===== src/rtl/voice_scheduler.sv =====
// Two-voice key allocator: scans the synchronized key vector one index per clock,
// assigning presses to a free voice (or stealing the oldest) and freeing voices on release.
module voice_scheduler #(
    parameter int NKEYS = 48,
    parameter int IDXW  = 6
) (
    input  logic             clk,
    input  logic             rst,
    input  logic [NKEYS-1:0] key,
    input  logic             scan_en,
    output logic [IDXW-1:0]  voice_key0,
    output logic [IDXW-1:0]  voice_key1,
    output logic [1:0]       voice_active,
    output logic             evt_valid,
    output logic             evt_on,
    output logic             evt_voice,
    output logic [IDXW-1:0]  evt_key,
    output logic             evt_steal
);

    localparam logic [IDXW-1:0] KEY_NONE = IDXW'(NKEYS);
    localparam logic [IDXW-1:0] IDX_LAST = IDXW'(NKEYS - 1);

    logic [NKEYS-1:0] key_m, key_s;
    logic [IDXW-1:0]  idx;
    logic             oldest;

    logic             cur, hold0, hold1, v;
    logic [IDXW-1:0]  nxt_vk0, nxt_vk1;
    logic [1:0]       nxt_act;
    logic             nxt_oldest;
    logic             ev, ev_on, ev_voice, ev_steal;
    logic [IDXW-1:0]  ev_key;

    assign cur   = key_s[idx];
    assign hold0 = voice_active[0] && (voice_key0 == idx);
    assign hold1 = voice_active[1] && (voice_key1 == idx);

    // Release has priority over a new press; a held key produces no event.
    always_comb begin
        nxt_vk0    = voice_key0;
        nxt_vk1    = voice_key1;
        nxt_act    = voice_active;
        nxt_oldest = oldest;
        ev         = 1'b0;
        ev_on      = evt_on;
        ev_voice   = evt_voice;
        ev_key     = evt_key;
        ev_steal   = evt_steal;
        v          = 1'b0;
        if (scan_en) begin
            if (!cur && (hold0 || hold1)) begin
                v        = hold1;
                ev       = 1'b1;
                ev_on    = 1'b0;
                ev_voice = v;
                ev_key   = idx;
                ev_steal = 1'b0;
                nxt_act[v] = 1'b0;
                if (v) nxt_vk1 = KEY_NONE;
                else   nxt_vk0 = KEY_NONE;
                if (voice_active[~v]) nxt_oldest = ~v;
            end else if (cur && !hold0 && !hold1) begin
                if (!voice_active[0]) begin
                    v        = 1'b0;
                    ev_steal = 1'b0;
                end else if (!voice_active[1]) begin
                    v        = 1'b1;
                    ev_steal = 1'b0;
                end else begin
                    v        = oldest;
                    ev_steal = 1'b1;
                end
                ev         = 1'b1;
                ev_on      = 1'b1;
                ev_voice   = v;
                ev_key     = idx;
                nxt_act[v] = 1'b1;
                nxt_oldest = ~v;
                if (v) nxt_vk1 = idx;
                else   nxt_vk0 = idx;
            end
        end
    end

    always_ff @(posedge clk or posedge rst) begin
        if (rst) begin
            key_m        <= '0;
            key_s        <= '0;
            idx          <= '0;
            oldest       <= 1'b0;
            voice_key0   <= KEY_NONE;
            voice_key1   <= KEY_NONE;
            voice_active <= 2'b00;
            evt_valid    <= 1'b0;
            evt_on       <= 1'b0;
            evt_voice    <= 1'b0;
            evt_key      <= KEY_NONE;
            evt_steal    <= 1'b0;
        end else begin
            key_m        <= key;
            key_s        <= key_m;
            if (scan_en) idx <= (idx == IDX_LAST) ? '0 : idx + 1'b1;
            oldest       <= nxt_oldest;
            voice_key0   <= nxt_vk0;
            voice_key1   <= nxt_vk1;
            voice_active <= nxt_act;
            evt_valid    <= ev;
            evt_on       <= ev_on;
            evt_voice    <= ev_voice;
            evt_key      <= ev_key;
            evt_steal    <= ev_steal;
        end
    end

endmodule


===== config.mk =====
export PLATFORM = sky130hd
export DESIGN_NAME = voice_scheduler
export DESIGN_NICKNAME = d
export VERILOG_FILES = /design/src/rtl/voice_scheduler.sv
export SDC_FILE = /design/constraint.sdc
export NUM_CORES = 1
export LEC_CHECK = 0
export CORE_ASPECT_RATIO = 2
export CORE_MARGIN = 3
export CORE_UTILIZATION = 56
export DETAILED_ROUTE_END_ITERATION = 12
export GPL_TIMING_DRIVEN = 1
export PLACE_DENSITY = 0.87
export SYNTH_ARGS = -nofsm -noshare
export SYNTH_HDL_FRONTEND = slang
export SYNTH_SLANG_ARGS = --single-unit

===== constraint.sdc =====
create_clock -name clk -period 12.2 [get_ports clk]
set_input_delay 2.44 -clock clk [delete_from_list [all_inputs] [get_ports clk]]
set_output_delay 2.44 -clock clk [all_outputs]
set_load 0.02 [all_outputs]

==> results.toml <==
[setup_path]
cpLargestDelayFamily = "buffers and inverters"
cp.required_ns = 9.76
cp-start-kind = "register"
crit_type = "reg2out"
end_kind = "primary output"
cp_num_buf_inv = 1
path_max_fanout = 3
cp.depth = 1
cp.arrival_ns = 1.59
worst_path_max_delay_cell = "clkdlybuf4s50_1"
slowest_delay_ns = 0.61
rr_worst_depth = 8
crit_chain = "clkdlybuf4s50_1"

[sta]
fin_crit_sh = 0.330
rsz0062_at_grt = "false"
layout_setup_ws_ns = 8.17
hold_violations = 0
setup_tns_ns = 0
post-route-min-period_ns = 4.03
slew_violations = 0
worstMarginPinSlew_ns = 1.03
max-slew-margin-rel = 0.312
fmax_ghz = 0.248
setup_viol = 0
fin_skew_ns = 0.00616

[clocking]
cts-root-buf = "clkbuf_16"
postCtsResizedCells = 0
clkTransAtPathRegs_ns = 0.05
htreeDepth = 4
clock_sinks = 127
post_cts_buffers = 0
cts_made_buffers = 17
cts_buffer_depth = 2
cts_tree = "done"
clock_latency_ns = 0.40
holdBufCountCts = 0

[synth]
synth-seq-area-share = 0.705
syn-num-nets = 328
synth-async-reset-ratio = 1.00
synthCells = 276
synth_edf_count = 0
ys_warn_count = 0
avgSynthCellArea_um2 = 16.4
syn_area_mm2 = 0.00452
synthFlopType = "dfrtp_1"
synth_cell_type_count = 42
ys_seq_elements = 127

[power_and_ir_drop]
ir_drop_v = 0.000175
total_power_w = 0.00157
p_leak_nw = 2.58
power.density_mw_per_mm2 = 269

[cells_and_area]
nets = 409
syn_to_final_growth_pct = 29.7
layout_commonest_cell = "dfrtp_1"
diodes = 0
drive_above_1_share = 0.171
mostFrequentLayoutCells = "121 x dfrtp_1, 74 x clkdlybuf4s50_1, 17 x clkbuf_16"
nFillCells = 412

[global_route]
antenna_found_initial = 0
grt_pass1_vias = 2806
grt_overflow = 0
grt_pass1_wl_mm = 14.6
grt_use_total = 0.213
grt_max_degree = 91

[detailed_routing]
initialDrtViolationCount = 192
vias = 2571
postRouteAntennaNets = 0
wl_per_cell_um = 19.4
wl_mm = 9.00
via_per_inst = 5.55
drc = 0
drt-pass1-iter-count = 4

[run]
timing.max_cap.violations = 0

[status]
status = "finished clean"

[place]
dp_hpwl_mm = 5.72
dp_slack_ns = 7.83
io_buffers = 74
place_congestion = 0.818

[floorplan]
die_x_um = 69.5
pin_count = 75
num_rows = 45
dieArea_mm2 = 0.00924
core_mm2 = 0.00771
start_util = 0.586
die_height_um = 133

[worst_hold_path]
min_path_type = "reg2reg"
min_delay_path_depth = 0
==> layer usage <==
layer  track usage  part of all wire  wire (µm)  up-vias
li1              -                 -          -     1127
met3        0.0517             0.041        365       23
met4        0.0924             0.027        239        0
met2         0.404              0.60       5410      101
met1         0.214              0.33       2980     1320
met5             0                 0          0        -
==> synthesized netlist by cell type (2+ instances only) <==
cell       instances  area [µm²]
a21oi_1            8        40.0
a22o_1             4        35.0
a22oi_1            3        22.5
a31oi_1            2        12.5
and2_1             5        31.3
buf_12             2        40.0
buf_2              4        20.0
buf_6              2        22.5
clkbuf_1           6        22.5
dfrtp_1          121        3030
dfstp_2            6         158
inv_1              9        33.8
mux2_4            10         150
mux2i_1            7        70.1
mux2i_4            2        45.0
mux4_1             7         184
mux4_2             5         113
nand2_1           13        48.8
nand3_1            5        25.0
nand4_1            3        18.8
nor2_1             7        26.3
nor3_1             2        10.0
o21ai_0            8        40.0
o2bb2ai_1          2        17.5
xnor2_1            8        70.1
xor2_1             9        78.8
==> logic make-up after synthesis <==
| kind of cell | share of synthesized area |
|---|---|
| buffers and inverters | 0.0307 |
| AO/OA/AOI/OAI | 0.0568 |
| multiplexers | 0.129 |
| XOR/XNOR | 0.0330 |
| flip-flops | 0.705 |
| adder cells (fa/ha/maj) | 0.00277 |
| AND/OR/NAND/NOR | 0.0421 |
==> through the flow <==
stage | utilization | cell area, µm² | hold slack [ns] | std cells
after global routing | 0.759 | 5860 | 0.350 | 463
after CTS | 0.759 | 5860 | 0.346 | 463
after detailed placement | 0.685 | 5290 | 0.335 | 432
final | 0.759 | 5860 | 0.345 | 463
after floorplan | - | 4520 | 0.331 | 276
after global placement | 0.685 | 5290 | 0.333 | 432
==> sequential cells by signal, summed over array words and instances (netlist names) <==
register / cells
evt_key: 6
evt_on: 1
oldest: 1
idx: 6
evt_voice: 1
voice_active: 2
key_s: 48
evt_valid: 1
voice_key0: 6
voice_key1: 6
evt_steal: 1
key_m: 48
==> final timing paths <==
| kind | start | end | slack, ns |
|---|---|---|---|
| hold reg to reg | key_m[0] | key_s[0] | 0.34 |
| setup reg to reg | idx[0] | evt_key[1] | 8.95 |
| max in group asynchronous | rst | key_s[38] | 8.38 |
| hold / removal | key_m[0] | key_s[0] | 0.34 |
| min in group asynchronous | rst | evt_key[3] | 2.41 |
| setup / recovery | voice_key0[4] | voice_key0[4] | 8.17 |
==> layout make-up <==
| type | count | area (µm²) | area share |
|---|---|---|---|
| sequential | 127 | 3190 | 0.544 |
| multi-input combinational | 126 | 1190 | 0.204 |
| timing repair buffer | 76 | 756 | 0.129 |
| clock buffer | 17 | 425 | 0.0726 |
| clock inverter | 14 | 145 | 0.0248 |
| tap | 94 | 118 | 0.0201 |
| inverter | 9 | 36.3 | 0.00619 |
==> power by group <==
part / internal, W / switching (W)
clock: 0.000299 / 0.000178
combinational: 0.000269 / 0.000245
sequential: 0.000495 / 0.0000888
No activity file was read; power rests on OpenSTA's default activity.
